$ cat src/rtl/seg7_pkg.sv
// rtl/seg7_pkg.sv - shared types and constants for the seg7 digit scanner
package seg7_pkg;

  typedef struct packed {
    logic       en;
    logic [3:0] nibble;
  } hex_code_t;

  localparam hex_code_t HEX_BLANK = 5'b0_0000;

  typedef enum logic {
    BLANK,
    SHOW
  } state_t;

endpackage

$ cat src/rtl/seg7_lz_mask.sv
// rtl/seg7_lz_mask.sv - leading-zero mask over the active digit value
// Digit 0 is never masked so an all-zero value still shows a single "0".
module seg7_lz_mask #(
  parameter int NUM_DIGITS = 8
) (
  input  logic [4*NUM_DIGITS-1:0] i_act_val,
  input  logic                    i_blank_lz,
  output logic [NUM_DIGITS-1:0]   o_lz
);

  // w_zero_run[i] is high when blanking is on and nibbles i..top are all zero
  logic [NUM_DIGITS:1] w_zero_run;

  assign w_zero_run[NUM_DIGITS] = i_blank_lz;

  for (genvar i = 1; i < NUM_DIGITS; i++) begin : g_run
    assign w_zero_run[i] = w_zero_run[i+1] & (i_act_val[4*i +: 4] == 4'h0);
  end

  assign o_lz = {w_zero_run[NUM_DIGITS-1:1], 1'b0};

endmodule

$ cat src/rtl/seg7_scanner.sv
// rtl/seg7_scanner.sv - multiplexed 7-segment scanner with blank dead time and tear-free loads
// Shadow registers take a handshake load; the active set only changes on the frame_done cycle.
module seg7_scanner
  import seg7_pkg::*;
#(
  parameter int NUM_DIGITS   = 8,
  parameter int REFRESH_DIV  = 100000,
  parameter int BLANK_CYCLES = 1000
) (
  input  logic                          clk,
  input  logic                          rst,
  input  logic [4*NUM_DIGITS-1:0]       value,
  input  logic [NUM_DIGITS-1:0]         digit_en,
  input  logic                          blank_lz,
  input  logic                          load_valid,
  output logic                          load_ready,
  output logic [4:0]                    hex,
  output logic [NUM_DIGITS-1:0]         anodes,
  output logic [$clog2(NUM_DIGITS)-1:0] digit_idx,
  output logic                          frame_done
);

  localparam int CW = $clog2(REFRESH_DIV);
  localparam int IW = $clog2(NUM_DIGITS);
  localparam logic [CW-1:0] CNT_LAST = CW'(REFRESH_DIV - 1);
  localparam logic [CW-1:0] CNT_SHOW = CW'(BLANK_CYCLES);
  localparam logic [IW-1:0] IDX_LAST = IW'(NUM_DIGITS - 1);

  logic [CW-1:0]           r_cnt;
  logic [CW-1:0]           w_cnt_nx;
  logic [IW-1:0]           r_idx;
  logic [IW-1:0]           w_idx_nx;
  logic                    w_wrap;
  state_t                  r_state;
  state_t                  w_state_nx;

  logic [NUM_DIGITS-1:0]   r_anodes;
  logic [NUM_DIGITS-1:0]   w_anodes_nx;
  hex_code_t               r_hex;
  hex_code_t               w_hex_nx;
  hex_code_t               w_sel;
  logic                    r_frame_done;
  logic                    w_frame_done_nx;

  logic                    r_pending;
  logic [4*NUM_DIGITS-1:0] r_sh_val;
  logic [NUM_DIGITS-1:0]   r_sh_en;
  logic                    r_sh_blz;
  logic [4*NUM_DIGITS-1:0] r_act_val;
  logic [NUM_DIGITS-1:0]   r_act_en;
  logic                    r_act_blz;
  logic [NUM_DIGITS-1:0]   w_lz;
  logic                    w_load;
  logic                    w_apply;

  seg7_lz_mask #(
    .NUM_DIGITS(NUM_DIGITS)
  ) u_lz_mask (
    .i_act_val (r_act_val),
    .i_blank_lz(r_act_blz),
    .o_lz      (w_lz)
  );

  always_comb begin
    w_wrap   = (r_cnt == CNT_LAST);
    w_cnt_nx = w_wrap ? '0 : r_cnt + CW'(1);
    w_idx_nx = r_idx;
    if (w_wrap) begin
      w_idx_nx = (r_idx == IDX_LAST) ? '0 : r_idx + IW'(1);
    end
  end

  always_ff @(posedge clk or posedge rst) begin
    if (rst) begin
      r_state <= BLANK;
    end else begin
      r_state <= w_state_nx;
    end
  end

  always_comb begin
    w_state_nx = r_state;
    case (r_state)
      BLANK:   if (w_cnt_nx == CNT_SHOW) w_state_nx = SHOW;
      SHOW:    if (w_wrap) w_state_nx = BLANK;
      default: w_state_nx = BLANK;
    endcase
  end

  // Outputs are computed from next-cycle state so the registered pins line up with the slot counter
  always_comb begin
    w_sel = HEX_BLANK;
    for (int i = 0; i < NUM_DIGITS; i++) begin
      if (w_idx_nx == IW'(i)) begin
        w_sel.en     = r_act_en[i] & ~w_lz[i];
        w_sel.nibble = r_act_val[4*i +: 4];
      end
    end
    w_anodes_nx     = '1;
    w_hex_nx        = HEX_BLANK;
    w_frame_done_nx = (w_cnt_nx == CNT_LAST) && (w_idx_nx == IDX_LAST);
    if (w_state_nx == SHOW) begin
      w_anodes_nx = ~(NUM_DIGITS'(1) << w_idx_nx);
      w_hex_nx    = w_sel;
    end
  end

  always_ff @(posedge clk or posedge rst) begin
    if (rst) begin
      r_cnt        <= '0;
      r_idx        <= '0;
      r_anodes     <= '1;
      r_hex        <= HEX_BLANK;
      r_frame_done <= 1'b0;
    end else begin
      r_cnt        <= w_cnt_nx;
      r_idx        <= w_idx_nx;
      r_anodes     <= w_anodes_nx;
      r_hex        <= w_hex_nx;
      r_frame_done <= w_frame_done_nx;
    end
  end

  // A load and an apply never coincide: a load needs pending low, an apply needs it high
  assign w_load  = load_valid & ~r_pending;
  assign w_apply = r_frame_done & r_pending;

  always_ff @(posedge clk or posedge rst) begin
    if (rst) begin
      r_pending <= 1'b0;
      r_sh_val  <= '0;
      r_sh_en   <= '0;
      r_sh_blz  <= 1'b0;
      r_act_val <= '0;
      r_act_en  <= '0;
      r_act_blz <= 1'b0;
    end else if (w_load) begin
      r_pending <= 1'b1;
      r_sh_val  <= value;
      r_sh_en   <= digit_en;
      r_sh_blz  <= blank_lz;
    end else if (w_apply) begin
      r_pending <= 1'b0;
      r_act_val <= r_sh_val;
      r_act_en  <= r_sh_en;
      r_act_blz <= r_sh_blz;
    end
  end

  assign load_ready = ~r_pending;
  assign hex        = r_hex;
  assign anodes     = r_anodes;
  assign digit_idx  = r_idx;
  assign frame_done = r_frame_done;

endmodule

$ cat config.mk
export PLATFORM = sky130hd
export DESIGN_NAME = seg7_scanner
export DESIGN_NICKNAME = d
export VERILOG_FILES = /design/src/rtl/seg7_pkg.sv /design/src/rtl/seg7_lz_mask.sv /design/src/rtl/seg7_scanner.sv
export SDC_FILE = /design/constraint.sdc
export NUM_CORES = 1
export LEC_CHECK = 0
export BUFFER_PORTS_ARGS = -buffer_cell sky130_fd_sc_hd__buf_2
export CAP_MARGIN = 10
export CORE_MARGIN = 4
export CORE_UTILIZATION = 45
export DETAILED_ROUTE_END_ITERATION = 8
export PLACE_DENSITY = 0.6
export SLEW_MARGIN = 20
export SYNTH_ARGS = -nofsm -noshare
export SYNTH_HDL_FRONTEND = slang
export SYNTH_SLANG_ARGS = --single-unit
export TNS_END_PERCENT = 1
$ cat constraint.sdc
create_clock -name clk -period 4.9 [get_ports clk]
set_input_delay 1.47 -clock clk [delete_from_list [all_inputs] [get_ports clk]]
set_output_delay 1.47 -clock clk [all_outputs]
set_load 0.05 [all_outputs]
==> out/results.txt, run 1 <==
Non-Filler Instances -> 629
Worst Min Path Start -> r_sh_val[26]
Seq/Total Area, Yosys -> 0.565
Synth area leader -> dfrtp_1
Hold Violations, Final -> 0
Die Y -> 116 microns
CTS tree -> yes
GRT Total Usage -> 0.176
PortBufs -> 61
vias per cell -> 5.42
synth top area cells -> dfrtp_1 52%, mux2_2 18%, dfstp_2 4.0%
largest net degree at the start of global routing -> 67
Post-synth top flop -> dfrtp_1
pwr dens -> 405 nW/um^2
Pins Over Slew Limit -> 0
initial antenna violation count -> 0
max_slew headroom -> 0.382
H-tree depth -> 4
Hold Crit Endpoint -> r_act_val[26]
CP arrival -> 3.49 ns
number of global-route vias before repair -> 3522
total I/O pin count -> 62
Leak -> 2.96 nW
r2r startpoint -> r_cnt[13]
global-route wire length before repair -> 18000 microns
setup TNS -> 0 ns
syn_nets -> 454
DIE AREA -> 13400 sq um
R2R setup slack -> 1.75 ns
Synth Area per Inst -> 12.9 sq um
cts-stage hold buffer count -> 0
Mapped Area -> 5240 sq um
grt ovf -> 0
DRC marker count from the first detailed-route iteration -> 145
max_cap viols -> 0
Num CTS Buffers -> 17
clk_skew -> 0.00400 ns
FF-to-FF path depth -> 8
fin crit share -> 0.643
Post-CTS Setup Repair Bufs -> 0
Die W -> 116 microns
filler instances -> 980
area fraction of the dominant cell type after synthesis -> 0.525
n_diodes -> 0
Crit Path Max Fanout -> 16
synth unique cells -> 55
Worst setup SP type -> flip-flop
CP Class -> reg2reg
most common cell after layout, fill and taps aside -> dfrtp_1
Initial Utilization -> 0.459
Nets -> 520
peak supply drop -> 0.000220 V
WL final -> 10800 microns
Core Footprint -> 11400 sq um
Wirelength per Cell -> 17.2 microns
post-layout min period -> 3.15 ns
outcome -> finished clean
post-DP HPWL -> 7560 microns
CTS max path bufs -> 2
Yosys reg bits -> 118
fmax -> 0.318 GHz
most frequent cells in the layout -> 110 x dfrtp_1, 85 x mux2_2, 61 x buf_2
Site Rows -> 39
post_cts resized -> 0
CTS root buf -> clkbuf_16
CP Capture Type -> flip-flop
Final ANT Viol Nets -> 0
RSZ-0062 raised after global routing -> no
Hold Path Class -> reg2reg
Worst Path Required -> 5.24 ns
power after layout -> 2.60 mW
CTS Sinks -> 118
count of final setup violators -> 0
Reg clk slew, reported paths -> 0.05 ns
Placer Congestion -> 0.854
Skew-Pair Late Insertion Delay -> 0.41 ns
area delta synth->final -> 22.3%
Via Count -> 3411
reg2reg end -> hex[2]
dpl cells -> 595
Post-synth EDFFs -> 0
DRC Markers -> 0
Synth Warn # -> 0
fraction of layout cells with a size suffix above 1 -> 0.422
hold depth -> 1
Syn Inst Count -> 407
First-pass DRT Iterations -> 4
Post-synth ARST share -> 1.00
Worst-Margin Slew -> 0.901 ns
## layer usage
layer,vias up,part of all wire,global-route usage
met5,-,0,0
met4,0,0.021,0.0858
met3,25,0.048,0.0538
met2,82,0.47,0.266
met1,1684,0.46,0.233
li1,1620,-,-
## through the flow
step | utilization | hold slack [ns] | setup WS (ns) | area, sq um
3_5_place_dp | 0.496 | 0.492 | 1.46 | 5670
5_1_grt | 0.562 | 0.521 | 1.52 | 6410
6_report | 0.562 | 0.503 | 1.75 | 6410
3_3_place_gp | 0.496 | 0.489 | 1.63 | 5670
4_1_cts | 0.559 | 0.508 | 1.44 | 6380
2_1_floorplan | - | 0.473 | 0.314 | 5240
## final cells by class
class | count | area [sq um] | area share
clock buffers | 20 | 467 | 0.0728
clock inverters | 12 | 246 | 0.0384
inverters | 11 | 43.8 | 0.00683
multi-input cells | 259 | 2140 | 0.334
flip-flops and latches | 118 | 2960 | 0.462
well taps | 143 | 179 | 0.0279
repair buffers | 66 | 372 | 0.0579
## cell families (layout without fill, tap and decap cells)
family                   after synthesis  count (layout)  share of synthesized area
AND/OR/NAND/NOR                      109             109                      0.121
adder cells (fa/ha/maj)                3               3                    0.00716
flip-flops                           118             118                      0.565
AO/OA/AOI/OAI                         37              37                     0.0523
multiplexers                          94              94                      0.200
XOR/XNOR                              16              16                     0.0267
buffers and inverters                 30             109                     0.0277
## state kept, by name (all words and copies together), names as in the netlist
register	count
anodes	8
r_sh_en	8
r_pending	1
r_act_blz	1
r_sh_val	32
r_act_en	8
frame_done	1
r_state	1
digit_idx	3
r_sh_blz	1
r_act_val	32
r_cnt	17
hex	5
## cell usage after synthesis, types with 7 or more instances
library cell,n
nor2_1,15
mux2i_1,9
inv_1,10
mux2_2,85
dfrtp_1,110
xor2_1,7
xnor2_1,9
o21ai_0,7
nor3_1,9
nand2_1,21
nand3_1,22
dfstp_2,8
buf_1,8
nor4_1,10
## worst max path at each step
stage,start,to,slack (ns),cells past startpoint
global placement,r_cnt[13],hex[0],1.63,7
global route,r_cnt[0],hex[3],1.52,9
finish,r_cnt[13],hex[2],1.75,8
CTS,r_cnt[13],hex[0],1.44,7
detailed placement,r_cnt[13],hex[0],1.46,7
floorplan,rst,digit_idx[0],0.31,1
## power by group
group          switching [mW]  total [mW]  internal [mW]
clock network           0.433        1.48           1.04
logic                  0.0324      0.0778         0.0454
registers              0.0240        1.04           1.02
total                   0.490        2.60           2.11
## critical path: stages, from the launching register on
cell and delay (ns):
dfrtp_1 0.47, or4b_4 0.60, nor4_4 0.34, buf_6 0.24, mux2i_1 0.77, a21oi_1 0.17, a22o_1 0.22, o221ai_1 0.07
and3_1 0.19
No activity file was read; power rests on OpenSTA's default activity.
==> run 2, diff against run 1 <==
clock period = 3.3 ns   (was 4.9 ns; I/O delays follow)
==> run 2 against run 1 <==
Non-clock buffer count is 6 higher. Sequential power is 49% higher. Critical path depth is 1 lower. Clock power is 40% higher. Hold slack worse by 0.00089 ns. Worst setup slack worse by 1.5 ns. Sequential share of layout area is 0.063 points higher. Largest cell class unchanged. Highest routed layer unchanged.
==> out/results.txt, run 2 (synthesis gave the netlist of run 1 again) <==
Post-CTS Setup Repair Bufs -> 0 (unchanged)
r2r startpoint -> r_cnt[0]
largest net degree at the start of global routing -> 49 (-27%)
CTS Sinks -> 118 (unchanged)
peak supply drop -> 0.000450 V (+100%)
GRT Total Usage -> 0.178 (+0.00118)
Worst path top cell family by delay -> simple AND/OR/NAND/NOR gates
clk_skew -> 0.00977 ns (+0.00577 ns)
cells along the critical path -> ha_1, nand4_4, nor3_1, a31oi_1, or4_1, o31ai_4, o221a_2
Hold Violations, Final -> 0 (unchanged)
post-layout min period -> 3.04 ns (-0.110 ns)
CTS root buf -> clkbuf_16
CP Class -> reg2reg
Initial Utilization -> 0.459 (unchanged)
Core Footprint -> 11400 sq um (unchanged)
DRC marker count from the first detailed-route iteration -> 172 (+19%)
Worst setup SP type -> flip-flop
n_diodes -> 0 (unchanged)
area delta synth->final -> 22.1%
Placer Congestion -> 0.880 (+3.0%)
filler instances -> 953 (-2.8%)
Non-Filler Instances -> 634 (+0.79%)
Worst-Margin Slew -> 0.694 ns (-0.207 ns)
max_slew headroom -> 0.536 (+0.154)
H-tree depth -> 4 (unchanged)
Final ANT Viol Nets -> 0 (unchanged)
Wirelength per Cell -> 17.1 microns (-0.51%)
CP Capture Type -> flip-flop
hold depth -> 1 (unchanged)
FF-to-FF path depth -> 7 (-1)
initial antenna violation count -> 0 (unchanged)
Skew-Pair Late Insertion Delay -> 0.41 ns (about the same)
DRC Markers -> 0 (unchanged)
Final Core Density -> 0.561 (-0.000767)
Worst Setup SP -> r_cnt[0]
Min Hold Slack -> 0.502 ns (-0.000894 ns)
cts-stage hold buffer count -> 0 (unchanged)
CTS max path bufs -> 2 (unchanged)
First-pass DRT Iterations -> 4 (unchanged)
Die W -> 116 microns (unchanged)
RSZ-0062 raised after global routing -> no
Buf/Inv on CP -> 0 (-1)
CP arrival -> 3.39 ns (-0.10 ns)
post-DP HPWL -> 7620 microns (+0.74%)
outcome -> finished clean
Site Rows -> 39 (unchanged)
multi-input logic area -> 2140 sq um (unchanged)
Register Area -> 2960 sq um (unchanged)
Crit Path Max Fanout -> 14 (-2)
most frequent cells in the layout -> 110 x dfrtp_1, 85 x mux2_2, 61 x buf_2
most common cell after layout, fill and taps aside -> dfrtp_1
Via Count -> 3418 (+0.21%)
max_cap viols -> 0 (unchanged)
Worst Min Path Start -> r_sh_val[24]
Num CTS Buffers -> 17 (unchanged)
fin crit share -> 0.921 (+0.278)
fraction of layout cells with a size suffix above 1 -> 0.422 (about the same)
vias per cell -> 5.39 (-0.59%)
Worst Path Required -> 3.65 ns (-1.59 ns)
count of final setup violators -> 0 (unchanged)
Reg clk slew, reported paths -> 0.05 ns (about the same)
Pins Over Slew Limit -> 0 (unchanged)
PortBufs -> 61 (unchanged)
post_cts resized -> 0 (unchanged)
pwr dens -> 585 nW/um^2 (+44%)
total I/O pin count -> 62 (unchanged)
fmax -> 0.329 GHz (+3.6%)
grt ovf -> 0 (unchanged)
DIE AREA -> 13400 sq um (unchanged)
slowest CP cell -> or4_1
Top Registers -> r_act_val (32), r_sh_val (32), r_cnt (17)
Die Y -> 116 microns (unchanged)
Leak -> 2.97 nW (+0.32%)
number of global-route vias before repair -> 3414 (-3.1%)
CP max stage delay -> 0.58 ns (-0.19 ns)
dpl cells -> 603 (+1.3%)
Hold Path Class -> reg2reg
WL final -> 10900 microns (+0.28%)
cell depth of the worst setup path -> 7 (-1)
global-route wire length before repair -> 17900 microns (-0.88%)
CTS tree -> yes
setup TNS -> 0 ns (unchanged)
Nets -> 526 (+1.2%)
[run 2: cell count changes in the layout (fill, tap and decap cells not counted), sizes merged]
cell	delta
clkbuf	+2
clkinvlp	-1
inv	-1
buf	+6
bufinv	-1
[run 2: power breakdown]
group / total (mW) / switching, mW / leakage, nW / internal [mW]
combinational: 0.119 / 0.0492 / 1.13 / 0.0699
clock: 2.07 / 0.626 / 0.320 / 1.45
sequential: 1.55 / 0.0368 / 1.52 / 1.52
[run 2: path summary, 6_finish.rpt]
path,endpoint,slack [ns]
max reg2reg,hex[1],0.26
max,hex[1],0.26
min reg2reg,r_act_val[24],0.50
min,r_act_val[24],0.50
max in group asynchronous,anodes[2],1.93
min in group asynchronous,r_cnt[10],0.69
[run 2: area by class of cell]
type,instances,share of cell area
tap,143,0.0279
clock buffer,22,0.0725
sequential,118,0.463
clock inverter,9,0.0309
inverter,11,0.00703
multi-input combinational,259,0.335
timing repair buffer,72,0.0645
[run 2: routing by layer]
metal / vias to the layer above / track usage / share of wire
met4: 0 / 0.0843 / 0.021
met2: 83 / 0.266 / 0.47
met5: - / 0 / 0
met3: 21 / 0.0616 / 0.053
li1: 1633 / - / -
met1: 1681 / 0.232 / 0.46
[run 2: per-stage QoR]
stage,cell area (sq um),power (mW),setup WS (ns)
floorplan,5250,1.64,0.718
global placement,5740,1.69,0.373
detailed placement,5740,1.70,0.247
CTS,6400,3.79,0.247
global route,6400,3.87,0.0997
finish,6400,3.74,0.262
